### src/rtl/kiwi_cfg_regs_pkg.sv
// Shared constants and helpers for the Kiwi AXI4-Lite config/status block.
// Response codes, word map and byte-strobe merge.
package kiwi_cfg_regs_pkg;

  localparam logic [1:0] RESP_OKAY   = 2'b00;
  localparam logic [1:0] RESP_SLVERR = 2'b10;

  // Config word map
  localparam int CTRL     = 0;
  localparam int RX_FREQ0 = 1;
  localparam int RX_FREQ1 = 2;
  localparam int RX_FREQ2 = 3;
  localparam int RX_FREQ3 = 4;
  localparam int RX_FREQ4 = 5;
  localparam int RX_FREQ5 = 6;
  localparam int RX_FREQ6 = 7;
  localparam int RX_FREQ7 = 8;
  localparam int WF_FREQ0 = 9;
  localparam int WF_DEC0  = 10;
  localparam int WF_FREQ1 = 11;
  localparam int WF_DEC1  = 12;
  localparam int WF_FREQ2 = 13;
  localparam int WF_DEC2  = 14;
  localparam int WF_FREQ3 = 15;
  localparam int WF_DEC3  = 16;
  localparam int GEN_FREQ = 17;

  // Status word map
  localparam int STS_RX_CNT  = 0;
  localparam int STS_WF_CNT0 = 1;
  localparam int STS_WF_CNT1 = 2;
  localparam int STS_WF_CNT2 = 3;
  localparam int STS_WF_CNT3 = 4;

  function automatic logic [31:0] apply_strb(
    input logic [31:0] old_word,
    input logic [31:0] new_word,
    input logic [3:0]  strb
  );
    logic [31:0] res;
    res = old_word;
    for (int b = 0; b < 4; b++) begin
      if (strb[b]) res[8*b +: 8] = new_word[8*b +: 8];
    end
    return res;
  endfunction

endpackage

### src/rtl/kiwi_cfg_wr_chan.sv
// AXI4-Lite write side: independent AW/W holding registers and B response.
// Presents one commit strobe per write to the register file.
module kiwi_cfg_wr_chan
  import kiwi_cfg_regs_pkg::*;
#(
  parameter int CFG_WORDS  = 18,
  parameter int ADDR_WIDTH = 16
) (
  input  logic                  clk,
  input  logic                  rst,
  input  logic [ADDR_WIDTH-1:0] s_axi_awaddr,
  input  logic                  s_axi_awvalid,
  output logic                  s_axi_awready,
  input  logic [31:0]           s_axi_wdata,
  input  logic [3:0]            s_axi_wstrb,
  input  logic                  s_axi_wvalid,
  output logic                  s_axi_wready,
  output logic [1:0]            s_axi_bresp,
  output logic                  s_axi_bvalid,
  input  logic                  s_axi_bready,
  output logic                  commit,
  output logic                  commit_ok,
  output logic [ADDR_WIDTH-4:0] commit_idx,
  output logic [31:0]           commit_data,
  output logic [3:0]            commit_strb
);

  logic                  aw_held;
  logic                  w_held;
  logic [ADDR_WIDTH-1:0] aw_addr;
  logic [31:0]           w_data;
  logic [3:0]            w_strb;
  logic                  unused_lsb;

  assign unused_lsb = ^aw_addr[1:0];

  assign s_axi_awready = !aw_held && !s_axi_bvalid;
  assign s_axi_wready  = !w_held && !s_axi_bvalid;

  assign commit      = aw_held && w_held;
  assign commit_idx  = aw_addr[ADDR_WIDTH-2:2];
  assign commit_data = w_data;
  assign commit_strb = w_strb;
  assign commit_ok   = !aw_addr[ADDR_WIDTH-1]
                    && (int'(commit_idx) < CFG_WORDS);

  always_ff @(posedge clk or posedge rst) begin
    if (rst) begin
      aw_held      <= 1'b0;
      w_held       <= 1'b0;
      aw_addr      <= '0;
      w_data       <= '0;
      w_strb       <= '0;
      s_axi_bvalid <= 1'b0;
      s_axi_bresp  <= RESP_OKAY;
    end else begin
      if (s_axi_awvalid && s_axi_awready) begin
        aw_held <= 1'b1;
        aw_addr <= s_axi_awaddr;
      end
      if (s_axi_wvalid && s_axi_wready) begin
        w_held <= 1'b1;
        w_data <= s_axi_wdata;
        w_strb <= s_axi_wstrb;
      end
      // Holds can only be full while bvalid is low, so no overlap here
      if (commit) begin
        aw_held      <= 1'b0;
        w_held       <= 1'b0;
        s_axi_bvalid <= 1'b1;
        s_axi_bresp  <= commit_ok ? RESP_OKAY : RESP_SLVERR;
      end else if (s_axi_bvalid && s_axi_bready) begin
        s_axi_bvalid <= 1'b0;
      end
    end
  end

endmodule

### src/rtl/kiwi_cfg_regs.sv
// Kiwi config/status register file behind an AXI4-Lite slave.
// Upper address bit splits R/W config words from read-only status words.
module kiwi_cfg_regs
  import kiwi_cfg_regs_pkg::*;
#(
  parameter int CFG_WORDS  = 18,
  parameter int STS_WORDS  = 5,
  parameter int ADDR_WIDTH = 16
) (
  input  logic                    aclk,
  input  logic                    areset,
  input  logic [ADDR_WIDTH-1:0]   s_axi_awaddr,
  input  logic                    s_axi_awvalid,
  output logic                    s_axi_awready,
  input  logic [31:0]             s_axi_wdata,
  input  logic [3:0]              s_axi_wstrb,
  input  logic                    s_axi_wvalid,
  output logic                    s_axi_wready,
  output logic [1:0]              s_axi_bresp,
  output logic                    s_axi_bvalid,
  input  logic                    s_axi_bready,
  input  logic [ADDR_WIDTH-1:0]   s_axi_araddr,
  input  logic                    s_axi_arvalid,
  output logic                    s_axi_arready,
  output logic [31:0]             s_axi_rdata,
  output logic [1:0]              s_axi_rresp,
  output logic                    s_axi_rvalid,
  input  logic                    s_axi_rready,
  output logic [CFG_WORDS*32-1:0] cfg_data,
  output logic [CFG_WORDS-1:0]    cfg_wr,
  input  logic [STS_WORDS*32-1:0] sts_data
);

  logic [31:0]           cfg_q [CFG_WORDS];
  logic                  commit;
  logic                  commit_ok;
  logic [ADDR_WIDTH-4:0] commit_idx;
  logic [31:0]           commit_data;
  logic [3:0]            commit_strb;

  kiwi_cfg_wr_chan #(
    .CFG_WORDS  (CFG_WORDS),
    .ADDR_WIDTH (ADDR_WIDTH)
  ) u_wr_chan (
    .clk           (aclk),
    .rst           (areset),
    .s_axi_awaddr  (s_axi_awaddr),
    .s_axi_awvalid (s_axi_awvalid),
    .s_axi_awready (s_axi_awready),
    .s_axi_wdata   (s_axi_wdata),
    .s_axi_wstrb   (s_axi_wstrb),
    .s_axi_wvalid  (s_axi_wvalid),
    .s_axi_wready  (s_axi_wready),
    .s_axi_bresp   (s_axi_bresp),
    .s_axi_bvalid  (s_axi_bvalid),
    .s_axi_bready  (s_axi_bready),
    .commit        (commit),
    .commit_ok     (commit_ok),
    .commit_idx    (commit_idx),
    .commit_data   (commit_data),
    .commit_strb   (commit_strb)
  );

  always_ff @(posedge aclk or posedge areset) begin
    if (areset) begin
      for (int n = 0; n < CFG_WORDS; n++) cfg_q[n] <= '0;
      cfg_wr <= '0;
    end else begin
      cfg_wr <= '0;
      if (commit && commit_ok) begin
        for (int n = 0; n < CFG_WORDS; n++) begin
          if (int'(commit_idx) == n) begin
            cfg_q[n]  <= apply_strb(cfg_q[n], commit_data, commit_strb);
            cfg_wr[n] <= 1'b1;
          end
        end
      end
    end
  end

  always_comb begin
    cfg_data = '0;
    for (int n = 0; n < CFG_WORDS; n++) cfg_data[32*n +: 32] = cfg_q[n];
  end

  logic [ADDR_WIDTH-4:0] rd_idx;
  logic                  rd_sts;
  logic [31:0]           rd_word;
  logic                  rd_ok;
  logic                  unused_rd_lsb;

  assign rd_idx        = s_axi_araddr[ADDR_WIDTH-2:2];
  assign rd_sts        = s_axi_araddr[ADDR_WIDTH-1];
  assign unused_rd_lsb = ^s_axi_araddr[1:0];
  assign s_axi_arready = !s_axi_rvalid;

  always_comb begin
    rd_word = '0;
    rd_ok   = 1'b0;
    for (int n = 0; n < CFG_WORDS; n++) begin
      if (!rd_sts && int'(rd_idx) == n) begin
        rd_word = cfg_q[n];
        rd_ok   = 1'b1;
      end
    end
    for (int n = 0; n < STS_WORDS; n++) begin
      if (rd_sts && int'(rd_idx) == n) begin
        rd_word = sts_data[32*n +: 32];
        rd_ok   = 1'b1;
      end
    end
  end

  // cfg_q is sampled pre-update, so a same-edge commit is not visible
  always_ff @(posedge aclk or posedge areset) begin
    if (areset) begin
      s_axi_rvalid <= 1'b0;
      s_axi_rdata  <= '0;
      s_axi_rresp  <= RESP_OKAY;
    end else if (s_axi_arvalid && s_axi_arready) begin
      s_axi_rvalid <= 1'b1;
      s_axi_rdata  <= rd_word;
      s_axi_rresp  <= rd_ok ? RESP_OKAY : RESP_SLVERR;
    end else if (s_axi_rvalid && s_axi_rready) begin
      s_axi_rvalid <= 1'b0;
    end
  end

endmodule
### config.mk
export PLATFORM = sky130hd
export DESIGN_NAME = kiwi_cfg_regs
export DESIGN_NICKNAME = d
export VERILOG_FILES = /design/src/rtl/kiwi_cfg_regs_pkg.sv /design/src/rtl/kiwi_cfg_wr_chan.sv /design/src/rtl/kiwi_cfg_regs.sv
export SDC_FILE = /design/constraint.sdc
export NUM_CORES = 1
export LEC_CHECK = 0
export BUFFER_PORTS_ARGS = -buffer_cell sky130_fd_sc_hd__buf_4
export CAP_MARGIN = 0
export CELL_PAD_IN_SITES_DETAIL_PLACEMENT = 0
export CELL_PAD_IN_SITES_GLOBAL_PLACEMENT = 1
export CORE_AREA = 4 4 335 337
export DETAILED_ROUTE_END_ITERATION = 6
export DIE_AREA = 0 0 339 341
export MAX_ROUTING_LAYER = met4
export PLACE_DENSITY_LB_ADDON = 0.1
export SLEW_MARGIN = 25
export SYNTH_ARGS = -nofsm -noshare
export SYNTH_HDL_FRONTEND = slang
export SYNTH_SLANG_ARGS = --single-unit
export TNS_END_PERCENT = 100
### constraint.sdc
create_clock -name aclk -period 31.9 [get_ports aclk]
set_clock_uncertainty 0.1 [all_clocks]
set_input_delay 1.595 -clock aclk [delete_from_list [all_inputs] [get_ports aclk]]
set_output_delay 1.595 -clock aclk [all_outputs]
set_load 0.01 [all_outputs]
After elaboration in Yosys (flattened, before gate mapping)
Index checks and enable logic that the tools add are counted.

Register bits: 686. Input bits: 235. ROM bits: 0. Word-level logic and storage cells: 310. Latch bits: 0. Output and inout port bits: 635. Memory bits (writable): 0. Memories: 0.

Bitwise operators: 0. Equality and inequality tests: 34. Reduce and logical (&&, ||, !) cells: 117. Shifts and indexed selects: 0. Divide/modulo/power cells: 0. Multipliers: 0. Multiplexer cells: 75. Add/sub/neg operators: 0. Order comparisons: 1.

Operators with widths (number): $mux 32 (23); $reduce_and 3->1 (72); $eq 13x5->1 const B (16); $eq 13x4->1 const B (8); $eq 13x3->1 const B (4); $eq 13x6->1 const B (4); $mux 1 (49); $logic_and 1x1->1 (33); $eq 13x2->1 const B (2); $logic_not 13->1 (2); $mux 18 (1); $lt 13x5->1 const B (1); $reduce_bool 2->1 (4); $logic_not 1->1 (6); $mux 2 (2).

Logic depth before layout (Yosys ltp)
Word-level depth: 26. Mapped depth: 11. Gate-level depth less buffers: 7.

Modules after synthesis
Synthesis repeated with hierarchy kept, for this count alone.

Cells, all modules: 2669. Area, all modules: 32372.3 um2.

Modules (own cells, without submodules): kiwi_cfg_regs (seq. area each 15715.1 um2, times used 1, cells each 2525, area each 29993.8 um2); kiwi_cfg_wr_chan (seq. area each 1351.3 um2, times used 1, cells each 144, area each 2378.5 um2).

Worst setup path after synthesis
No wires, ideal clock.

Path kind: input port to flip-flop. From: input s_axi_araddr[11]. To: register s_axi_rdata[25]. Buffers on the path: 1. Required time: 31.721 ns. Stages on the path: 8. Arrival: 3.780 ns. Path slack: 27.941 ns. Setup time: 0.079 ns. Cell sequence: or4_1 -> buf_2 -> nor4_2 -> a221oi_1 -> or3_1 -> a2111o_1 -> a21oi_1 -> a2bb2oi_1.

Cells in the longest elaborated chain, start to end: 25. Elaborated cells on any way between the ends: 64. Those cells by class: eq/ne: 17; mux: 23; reduce/logical: 24.

Ends and longest elaborated chain: from (decl) (RTL line kiwi_cfg_regs.sv:22) `input logic [ADDR_WIDTH-1:0] s_axi_araddr,`; $logic_not 13->1 (RTL line kiwi_cfg_regs.sv:101, kiwi_cfg_regs.sv:107); $logic_and 1x1->1 (RTL line kiwi_cfg_regs.sv:101) `if (!rd_sts && int'(rd_idx) == n) begin`; $mux 32 (18 in a row) (RTL line kiwi_cfg_regs.sv:101); $mux 32 (4 in a row) (RTL line kiwi_cfg_regs.sv:107) `if (rd_sts && int'(rd_idx) == n) begin`; $mux 32 * (RTL line kiwi_cfg_regs.sv:107); to (signal assigned) (RTL line kiwi_cfg_regs.sv:122) `s_axi_rdata <= rd_word;`; to (decl) (RTL line kiwi_cfg_regs.sv:25) `output logic [31:0] s_axi_rdata,`.

Every way passes the cells marked *; elsewhere a longest branch is shown, timed or not. A chain may end at the register's enable or synchronous reset.

Worst setup path after layout
From: input s_axi_araddr[9]. To: register s_axi_rdata[22].

Same word-level chain as after synthesis.

==> reports/summary.txt <==
area leader, netlist: dfrtp_1
Sw Ratio: 30.86%
Tmin final: 5322 ps
max_slew headroom: 29.34%
Comb power frac: 8.5%
critical path type: input port to register
Post-CTS Hold Buffers: 0
initial antenna violation count: 11
Synth Flop Type: dfrtp_1
CP top delay family: compound AO/OA/AOI/OAI gates
GR peak layer: met2
clk slew on worst S/H paths: 60 ps
maximum vdd ir drop: 0.04722 mV
Final HPWL DP: 149200 um
Max Slew Vio Count: 0
crit-path cells: buf_4 -> nor4_4 -> buf_4 -> nand4_1 -> buf_4 -> o221ai_1 -> a31oi_1 -> o21ai_0 -> a31oi_1 -> a2bb2oi_1
Worst path slowest cell: nor4_4
total CTS buffers: 83
die width: 339 um
Post-synth EDFFs: 0
total die area: 115600 sq um
pin count of the biggest net entering global routing: 155
status: finished with violations
postcts setup bufs: 0
Worst Path Buf+Inv: 3
max cap viols: 0
max incr delay on CP: 710 ps
Power, Total: 2.298 mW
fmax: 187.9 MHz
Ports: 870
Hold Path Class: register to register
first-pass GRT wire length: 264400 um
M1 GR Usage: 41.73%
H-tree depth: 3
Worst Tran Pin Value: 1057 ps
final net count: 3751
Max Buffers Root-to-Sink: 3
TNS Setup: 0 ps
hold_sp: u_wr_chan.aw_addr[13]
reg2reg end: cfg_data[399]
number of global-route vias before repair: 29168
Core ar.: 108900 sq um
Seq/Total Area, Yosys: 52.97%
hold worst-path end: u_wr_chan.aw_addr[13]
final setup fails: 0
pwr/cell area: 53.03 nW/um^2
M2 GR Usage: 53.54%
drt pass-1 iters: 7
reg2reg start: u_wr_chan.aw_addr[10]
cells after synthesis: 2691
antenna viol nets, final: 0
Post-synth ARST share: 100.0%
crit share post-route: 16.68%
YS warnings: 0
number of remaining DRC errors: 1
Critical Path AT: 5750 ps
GPL Wtd Cong: 0.9698
row cnt: 121
DR WL/cell: 39.32 um
Die Y: 341 um
final WL: 196700 um
failing checks: DRC
Worst Path Max Fanout: 32
Final Hold Violating Endpoints: 0
#FFs+latches synth: 682
global-route usage over all layers: 33.79%
RSZ-0062 raised after global routing: no
hold depth: 1
clock sinks: 682
sequential power share: 48.1%
R2R Setup Slk: 27620 ps
cell leakage power: 21.69 nW
IO buf count: 863
root buffer cell: clkbuf_16
routing usage on met3: 8.612%
1st-iter DRT viols: 2960
largest cells by area after synthesis: dfrtp_1, mux2_2, a21oi_1, o21ai_0, nand2_1
Critical Path RT: 32330 ps
reg2reg path depth: 7
startpoint types: input port
Clock power frac: 43.4%
initial core utilization: 29.60%
commonest non-fill, non-tap cell in the layout: buf_4
via density per instance: 5.829
CTS resizes: 0
via count: 29158
top-area cell type share of the netlist area: 52.97%
latest clock arrival within the worst-skew pair: 670 ps
Pint: 1.589 mW
Sw Pwr: 0.7091 mW
Most Frequent Cell on Critical Path: buf_4
area grow syn2layout: 34.49%
TritonCTS clock tree: done
Netlist cell types: 77
commonest non-fill, non-tap cells in the layout: buf_4, dfrtp_1, mux2_2, nand2_1, a21oi_1
synthesized area per cell: 11.97 sq um
Cell Area, Synth: 32220 sq um
Critical Path End Type: register
GR Overflow Total: 0
layout cell share with drive strength beyond 1: 48.39%
[state kept, by name (all words and copies together), names as in the netlist]
signal,cells
cfg_data,576
cfg_wr,18
s_axi_rdata,32
s_axi_rresp,1
s_axi_rvalid,1
u_wr_chan.aw_addr,14
u_wr_chan.aw_held,1
u_wr_chan.commit_data,32
u_wr_chan.commit_strb,4
u_wr_chan.s_axi_bresp,1
u_wr_chan.s_axi_bvalid,1
u_wr_chan.w_held,1
[worst reg2reg max path, delay by kind of cell (launching register included)]
family | cells | cell delay [ps]
and+or+nand+nor | 6 | 3250
muxes | 1 | 440
DFF | 1 | 380
[power by group through the flow]
stage / Clock [mW] / Combinational, mW / Sequential, mW
2_1_floorplan: 0 / 0.197 / 0.943
3_3_place_gp: 0 / 0.193 / 1.11
3_5_place_dp: 0 / 0.197 / 1.11
4_1_cts: 1.01 / 0.197 / 1.10
5_1_grt: 1.04 / 0.209 / 1.12
6_report: 0.997 / 0.195 / 1.11
[synthesized netlist by cell type (6+ instances only)]
library cell,instances
a2111oi_0,8
a211oi_1,17
a21o_1,9
a21oi_1,126
a221o_1,13
a221oi_1,53
a222oi_1,25
a22o_1,14
a22oi_1,49
a31oi_1,12
and2_1,8
and3_1,6
and4_1,6
buf_1,36
buf_2,33
clkbuf_1,141
dfrtp_1,682
inv_1,9
mux2_1,39
mux2_2,589
mux2i_1,7
nand2_1,152
nand2b_1,6
nand3_1,36
nand4_1,54
nor2_1,124
nor2b_1,6
nor3_1,41
nor4_1,18
nor4_2,10
nor4_4,9
o211ai_1,18
o21ai_0,123
o21ai_1,6
o221ai_1,30
o22ai_1,54
o31ai_1,7
or3_1,10
or4_1,9
[area by class of cell]
| cell class | instances | area [sq um] |
|---|---|---|
| timing repair buffer | 956 | 7197 |
| inverter | 9 | 41.29 |
| multi-input combinational | 1784 | 14420 |
| clock inverter | 28 | 384.1 |
| sequential | 682 | 17070 |
| antenna | 11 | 27.53 |
| fill | 10688 | 65520 |
| clock buffer | 118 | 2432 |
| tap | 1414 | 1769 |
[cells by family (layout without fill, tap and decap cells)]
family / after synthesis / after routing / synth area share (%)
adder cells (fa/ha/maj): 1 / 1 / 0.03107
AO/OA/AOI/OAI: 629 / 629 / 13.43
multiplexers: 635 / 635 / 22.17
XOR/XNOR: 1 / 1 / 0.02719
buffers and inverters: 226 / 1111 / 2.878
flip-flops: 682 / 682 / 52.97
other: 1 / 13 / 0.01164
AND/OR/NAND/NOR: 516 / 516 / 8.489
[stage by stage]
step | hold WS [ps] | cells | cell area, sq um | utilization, % | worst slack [ps]
2_1_floorplan | 371.6 | 2692 | 32220 | - | 11090
3_3_place_gp | 385.0 | 4845 | 40450 | 37.16 | 26070
3_5_place_dp | 395.0 | 4845 | 40480 | 37.19 | 26100
4_1_cts | 406.7 | 4991 | 43300 | 39.78 | 26810
5_1_grt | 428.2 | 4996 | 43320 | 39.79 | 26640
6_report | 406.3 | 5002 | 43330 | 39.81 | 26580
[metal layers]
| metal | wire [um] | up-vias |
|---|---|---|
| met5 | 0 | - |
| met4 | 8321 | 0 |
| met3 | 16440 | 264 |
| met2 | 92120 | 1516 |
| met1 | 79820 | 15424 |
| li1 | - | 11954 |
[how the worst max path moves through the flow]
stage,slack (ps),from,depth (start not counted),end
global route,26640,s_axi_araddr[9],9,s_axi_rdata[13]
finish,26580,s_axi_araddr[9],10,s_axi_rdata[22]
floorplan,11090,areset,1,cfg_data[0]
CTS,26810,s_axi_araddr[9],10,s_axi_rdata[22]
global placement,26070,s_axi_araddr[9],9,s_axi_rdata[13]
detailed placement,26100,s_axi_araddr[9],10,s_axi_rdata[22]
(Power assumes the default switching activity.)
